### src/rtl/drac_pkg.sv
// Shared boot-ROM types and constants for the fetch-side boot ROM responder.
// The boot image is generated by brom_image_word so the ROM needs no external file.
package drac_pkg;

  localparam int unsigned BROM_SIZE = 32'h0008_0000;

  typedef enum logic {
    IDLE,
    BUSY
  } brom_state_t;

  typedef logic [16:0] brom_word_idx_t;
  typedef logic [31:0] brom_data_t;

  // Boot image contents: word index folded into both halves, then scrambled.
  function automatic brom_data_t brom_image_word(input brom_word_idx_t idx);
    return {idx[14:0], idx} ^ 32'hDEAD_BEEF;
  endfunction

endpackage

### src/rtl/brom_rom_array.sv
// Synchronous single-port boot ROM with a one-cycle read latency.
// The output register only updates on en_i, so it holds the last word read.
module brom_rom_array
  import drac_pkg::*;
#(
  parameter int unsigned WORDS = BROM_SIZE / 4
) (
  input  logic        clk_i,
  input  logic        en_i,
  input  logic [16:0] addr_i,
  output logic [31:0] data_o
);

  brom_data_t r_data;

  always_ff @(posedge clk_i) begin
    if (en_i) begin
      if ({15'd0, addr_i} < WORDS) r_data <= brom_image_word(addr_i);
      else                         r_data <= '0;
    end
  end

  assign data_o = r_data;

endmodule

### src/rtl/brom_responder.sv
// Boot ROM responder: accepts one fetch request at a time and answers it exactly
// READ_LATENCY cycles later, flagging accesses beyond the boot ROM as errors.
module brom_responder
  import drac_pkg::*;
#(
  parameter int unsigned READ_LATENCY = 1,
  parameter int unsigned ROM_WORDS    = BROM_SIZE / 4
) (
  input  logic        clk_i,
  input  logic        rstn_i,
  input  logic        brom_req_valid_i,
  input  logic [23:0] brom_req_address_i,
  input  logic        brom_kill_i,
  output logic        brom_ready_o,
  output logic        brom_resp_valid_o,
  output logic [31:0] brom_resp_data_o,
  output logic        brom_resp_error_o
);

  localparam logic [2:0] LAT = 3'(READ_LATENCY);

  brom_state_t    r_state, w_stateNext;
  logic [2:0]     r_latCnt, w_latCntNext;
  brom_word_idx_t r_idx, w_idxNext;
  logic           r_oob, w_oobNext;
  brom_data_t     r_lastData;

  brom_word_idx_t w_reqIdx;
  logic           w_reqOob;
  logic           w_respCycle;
  logic           w_respFire;
  logic           w_accept;
  logic           w_romEn;
  brom_word_idx_t w_romAddr;
  brom_data_t     w_romData;
  brom_data_t     w_respData;

  assign w_reqIdx = brom_req_address_i[18:2];
  assign w_reqOob = ({8'd0, brom_req_address_i} >= BROM_SIZE);

  // lat_cnt==1 marks the response cycle; a new request may be accepted in it.
  assign w_respCycle  = (r_state == BUSY) && (r_latCnt == 3'd1);
  assign brom_ready_o = ~brom_kill_i & ((r_state == IDLE) | w_respCycle);
  assign w_accept     = brom_req_valid_i & brom_ready_o;
  assign w_respFire   = w_respCycle & ~brom_kill_i;

  // The ROM read is issued one cycle ahead of the response; with latency 1
  // that is the acceptance cycle itself, addressed straight from the request.
  assign w_romEn   = (w_accept & (LAT == 3'd1) & ~w_reqOob)
                   | ((r_state == BUSY) & (r_latCnt == 3'd2) & ~r_oob & ~brom_kill_i);
  assign w_romAddr = w_accept ? w_reqIdx : r_idx;

  brom_rom_array #(
    .WORDS(ROM_WORDS)
  ) u_rom (
    .clk_i (clk_i),
    .en_i  (w_romEn),
    .addr_i(w_romAddr),
    .data_o(w_romData)
  );

  assign w_respData        = r_oob ? '0 : w_romData;
  assign brom_resp_valid_o = w_respFire;
  assign brom_resp_data_o  = w_respFire ? w_respData : r_lastData;
  assign brom_resp_error_o = w_respFire & r_oob;

  always_comb begin
    w_stateNext  = r_state;
    w_latCntNext = r_latCnt;
    w_idxNext    = r_idx;
    w_oobNext    = r_oob;
    if (brom_kill_i) begin
      w_stateNext  = IDLE;
      w_latCntNext = 3'd0;
    end else if (w_accept) begin
      w_stateNext  = BUSY;
      w_latCntNext = LAT;
      w_idxNext    = w_reqIdx;
      w_oobNext    = w_reqOob;
    end else if (r_state == BUSY) begin
      if (r_latCnt == 3'd1) begin
        w_stateNext  = IDLE;
        w_latCntNext = 3'd0;
      end else begin
        w_latCntNext = r_latCnt - 3'd1;
      end
    end
  end

  always_ff @(posedge clk_i or negedge rstn_i) begin
    if (!rstn_i) begin
      r_state    <= IDLE;
      r_latCnt   <= 3'd0;
      r_idx      <= '0;
      r_oob      <= 1'b0;
      r_lastData <= '0;
    end else begin
      r_state  <= w_stateNext;
      r_latCnt <= w_latCntNext;
      r_idx    <= w_idxNext;
      r_oob    <= w_oobNext;
      if (w_respFire) r_lastData <= w_respData;
    end
  end

endmodule

### config.mk
export PLATFORM = sky130hd
export DESIGN_NAME = brom_responder
export DESIGN_NICKNAME = d
export VERILOG_FILES = /design/src/rtl/drac_pkg.sv /design/src/rtl/brom_rom_array.sv /design/src/rtl/brom_responder.sv
export SDC_FILE = /design/constraint.sdc
export NUM_CORES = 1
export LEC_CHECK = 0
export CAP_MARGIN = 20
export CORE_ASPECT_RATIO = 0.8
export CORE_MARGIN = 4
export CORE_UTILIZATION = 51
export CTS_CLUSTER_DIAMETER = 60
export CTS_CLUSTER_SIZE = 24
export DETAILED_ROUTE_END_ITERATION = 12
export PLACE_DENSITY = 0.78
export SKIP_CTS_REPAIR_TIMING = 1
export SLEW_MARGIN = 20
export SYNTH_ARGS = -nofsm -noshare
export SYNTH_HDL_FRONTEND = slang
export SYNTH_HIERARCHICAL = 1
export SYNTH_SLANG_ARGS = --single-unit
### constraint.sdc
create_clock -name clk_i -period 4.4 [get_ports clk_i]
set_clock_uncertainty 0.2 [all_clocks]
set_input_delay 0.88 -clock clk_i [delete_from_list [all_inputs] [get_ports clk_i]]
set_output_delay 0.88 -clock clk_i [all_outputs]
set_load 0.01 [all_outputs]
* Word-level counts from Yosys, hierarchy flattened
Index checks and enable logic that the tools add are counted.
Word-level totals: register bits 86, input port bits 28, output and inout bits 35, logic and storage cells 39
Operators by class: reduce and logical (&&, ||, !) cells 3, equal/unequal tests 2, add/subtract/negate cells 1, bitwise operators 15, mux-type cells 11, magnitude comparators 1
Operators by type and width (count):
- 32-bit two-way mux | 2
- 24-bit by 20-bit greater-or-equal comparator with 1-bit output (second input constant) | 1
- 24-bit NOT | 1
- 17-bit two-way mux | 1
- 3-bit two-way mux | 4
- 1-bit AND | 8
- 1-bit two-way mux | 4
- 1-bit NOT | 4
- 3-bit by 1-bit == test with 1-bit output (second input constant) | 1
- 3-bit by 2-bit == test with 1-bit output (second input constant) | 1
- 3-bit nonzero test | 1
- 3-bit by 1-bit subtractor with 3-bit output (second input constant) | 1
- 1-bit bitwise OR | 2
- 2-bit AND reduction | 1
- 1-bit logical AND | 1

* Depth between registers and ports, before layout
depth in word-level cells 7, depth in mapped cells 7, gate-level depth less buffers 6

* By module
Netlist, hierarchy kept.
Modules (own cells, without submodules):
- brom_responder | cells an instance 233, times used 1, area each 2452.4 um^2
- brom_rom_array | cells an instance 49, times used 1, area each 867.1 um^2

* Least setup slack after synthesis
OpenSTA, ideal clock, no wires.
path type input to register, start input port brom_kill_i, end register u_rom.r_data[0] (netlist: u_rom/data_o[0]) (enable), stages 4, setup time 0.442 ns, path buffers 1, slack 0.582 ns, data arrival time 3.176 ns, cells stage by stage and2b_1 -> o21ai_4 -> buf_6 -> o21ai_0
Between the ends: longest elaborated chain between the ends 5, elaborated cells between the ends (all ways) 6
Ends and longest elaborated chain:
- from (decl) | line brom_responder.sv:13 | input logic brom_kill_i,
- 1-bit NOT * | line brom_responder.sv:43, brom_responder.sv:50
- 1-bit AND | line brom_responder.sv:43 | assign brom_ready_o = ~brom_kill_i & ((r_state == IDLE) | w_respCycle);
- 1-bit AND | line brom_responder.sv:44 | assign w_accept = brom_req_valid_i & brom_ready_o;
- 1-bit AND | line brom_responder.sv:49 | assign w_romEn = (w_accept & (LAT == 3'd1) & ~w_reqOob)
- 1-bit bitwise OR * | line brom_responder.sv:50 | | ((r_state == BUSY) & (r_latCnt == 3'd2) & ~r_oob & ~brom_kill_i);
- via w_romEn | line brom_responder.sv:33 | logic w_romEn;
- to (signal assigned) | line brom_rom_array.sv:18 | if ({15'd0, addr_i} < WORDS) r_data <= brom_image_word(addr_i);
- to (decl) | line brom_rom_array.sv:14 | brom_data_t r_data;
The timed path passes the listed nets; every way through them passes the cells marked *. A chain may end at the register's enable or synchronous reset.

* Worst setup path in the final report
start input port brom_kill_i, end output port brom_resp_data_o[24]
Between the ends: longest elaborated chain between the ends 3
Ends and longest elaborated chain:
- 1-bit NOT | line brom_responder.sv:45 | assign w_respFire = w_respCycle & ~brom_kill_i;
- 1-bit AND | line brom_responder.sv:45
- 32-bit two-way mux
- to (decl) | line brom_responder.sv:16 | output logic [31:0] brom_resp_data_o,
No other way between the ends.

==> impl_metrics.env <==
export IMPL_p_per_area_nw_per_um2=379
export IMPL_gp_congestion=0.827
export IMPL_critPathKind="in2out"
export IMPL_place_ws_ps=429
export IMPL_finalNetCount=369
export IMPL_grt_start_max_net_pins=49
export IMPL_slowest_stage="clkdlybuf4s50_1"
export IMPL_regArea_um2=2100
export IMPL_grt_pass1_wl_um=9720
export IMPL_fmax_mhz=253
export IMPL_vias=2048
export IMPL_clk_pin_slew_ps=80
export IMPL_drive_gt1_share_pct=14.3
export IMPL_fin_ws_ps=455
export IMPL_ios=63
export IMPL_insertion_delay_ps=340
export IMPL_cpMostUsedCell="clkdlybuf4s50_1"
export IMPL_finalSetupTns_ps=0
export IMPL_core_area_um2=6340
export IMPL_synth_top_area_share_pct=40.7
export IMPL_worstHoldEndpoint="r_lastData[3]$_DFF_PN0_"
export IMPL_period_needed_ps=3950
export IMPL_cts_tree="built"
export IMPL_gr_total_overflow=0
export IMPL_r2r_cells=6
export IMPL_die_y_um=80.2
export IMPL_seq_area_frac_synth_pct=63.3
export IMPL_setup_viol=0
export IMPL_power_leakage_uw=0.00169
export IMPL_multiInputGateArea_um2=1010
export IMPL_path_buf_inv=3
export IMPL_final_cell_area_um2=4130
export IMPL_cap_violations=0
export IMPL_clk_path_buf_depth=2
export IMPL_cp_max_fo=48
export IMPL_critical_path_max_stage_delay_ps=600
export IMPL_period_share_pct=89.7
export IMPL_routed_wl_um=5870
export IMPL_nFillCells=484
export IMPL_antenna_found_initial=0
export IMPL_syn_num_nets=313
export IMPL_final_cell_mix="nand2_1 (66), clkdlybuf4s50_1 (59), dfrtp_1 (54)"
export IMPL_die_area_um2=7870
export IMPL_worst_pin_slew_ps=800
export IMPL_holdCritPathClass="reg2reg"
export IMPL_htree_levels=3
export IMPL_clock_sinks=79
export IMPL_cts_inserted_buffers=9
export IMPL_final_common_cell="nand2_1"
export IMPL_vdd_drop_max_uv=201
export IMPL_yosys_top_cells_area="dfrtp_1 (41%), edfxtp_1 (23%), mux2_2 (8.1%)"
export IMPL_required_ps=3320
export IMPL_antenna_cells=0
export IMPL_drtPass1Iterations=4
export IMPL_portBuffers=60
export IMPL_slew_viol_final=0
export IMPL_ys_ff_latch=79
export IMPL_holdPathStages=2
export IMPL_die_w_um=98.2
export IMPL_cp_start_kind="input pin"
export IMPL_dp_hpwl_um=4170
export IMPL_grt_pass1_vias=2019
export IMPL_cp_end_kind="primary output"
export IMPL_status="completed"
export IMPL_synth_area_leader_cell="dfrtp_1"
export IMPL_vias_per_cell=4.80
export IMPL_wl_per_cell_um=13.7
export IMPL_arrival_ps=2870
export IMPL_yosysUniqueCellTypes=28
export IMPL_syn_area_um2=3320
export IMPL_reg2reg_to="u_rom/data_o[17]$_DFFE_PP_"
export IMPL_reg2reg_from="r_latCnt[1]$_DFFE_PN0P_"
export IMPL_drtIter0Drc=153
export IMPL_area_growth_pct=24.5
export IMPL_slew_headroom_pct=46.6
export IMPL_cts_root_buffer="clkbuf_8"
export IMPL_r2r_slack_ps=1890
export IMPL_syn_area_per_cell_um2=11.8
export IMPL_rsz0062_at_grt="no"
export IMPL_min_from="r_lastData[3]$_DFF_PN0_"
export IMPL_critical_path_top_delay_family="buffers and inverters"
export IMPL_synth_cells=282
export IMPL_post_layout_total_power_uw=1570
export IMPL_rows=26
export IMPL_hold_viol=0
export IMPL_cp_cell_sequence="clkdlybuf4s50_1 -> nand4bb_2 -> buf_12 -> o21ai_0 -> clkdlybuf4s50_1"
export IMPL_initial_core_util_pct=52.3
export IMPL_antenna_left=0
export IMPL_grt_use_total_pct=15.8
export IMPL_drc=0
export IMPL_synth_warnings=6
export IMPL_placed_area_um2=3940
[worst register-to-register path, cell delays in order, from the launching register on]
cell and delay (ps):
dfrtp_1 370, inv_1 70, ha_1 240, nor2b_2 200, o21ai_4 520, buf_8 260
mux2_2 390
[cells by family (layout without fill, tap and decap cells)]
kind of cell    count (synthesis)  count (layout)  share of synthesized area, %
fa+ha+maj                       3               3                          1.13
mux                            36              36                          12.2
flops                          79              79                          63.3
buf+inv                        43             104                          6.63
simple gates                   81              81                          10.1
compound gates                 40              40                          6.63
[report_power, final]
group,switching [uW],internal (uW)
Clock,236,235
Combinational,115,131
Sequential,23.3,827
[through the flow]
| stage | utilization (%) | std cells | hold slack [ps] |
|---|---|---|---|
| global placement | 62.1 | 410 | 270 |
| finish | 65.2 | 427 | 297 |
| floorplan | - | 282 | 260 |
| CTS | 64.9 | 426 | 303 |
| global route | 65.2 | 427 | 313 |
| detailed placement | 62.1 | 410 | 283 |
[registers in the layout (all words and copies together) (netlist names)]
signal,count
r_oob,1
r_latCnt,3
r_idx,17
u_rom/data_o,25
r_lastData,32
r_state,1
[cells in the mapped netlist, drive strengths merged]
cell,instances
nand2,66
dfrtp,54
mux2,35
o21ai,35
edfxtp,25
inv,21
buf,16
nor2,6
clkbuf,5
a21oi,3
ha,3
nand2b,2
nor2b,2
a221oi,1
and2b,1
clkinv,1
mux2i,1
nand4,1
nand4bb,1
nor3,1
nor3b,1
o32a,1
[cell type report]
type                            count  area share, %
Tap cell                           84           2.54
Timing Repair Buffer               66           16.0
Multi-Input combinational cell    160           24.3
Inverter                           22           2.00
Sequential cell                    79           50.8
Clock inverter                      3          0.454
Clock buffer                       13           3.84
[how the worst max path moves through the flow]
stage                     start                        end  slack (ps)  cells past startpoint
floorplan           brom_kill_i  u_rom/data_o[0]$_DFFE_PP_         580                      4
global placement    brom_kill_i       brom_resp_data_o[14]         460                      5
detailed placement  brom_kill_i       brom_resp_data_o[12]         430                      5
CTS                 brom_kill_i       brom_resp_data_o[12]         430                      5
global route        brom_kill_i       brom_resp_data_o[22]         270                      5
finish              brom_kill_i       brom_resp_data_o[24]         450                      5
[layer usage]
layer | global-route usage, % | routed length (um)
met5 | 0 | 0
met2 | 24.5 | 2730
met4 | 5.05 | 85
met1 | 21.8 | 2750
met3 | 4.51 | 303
No activity file was read; power rests on OpenSTA's default activity.
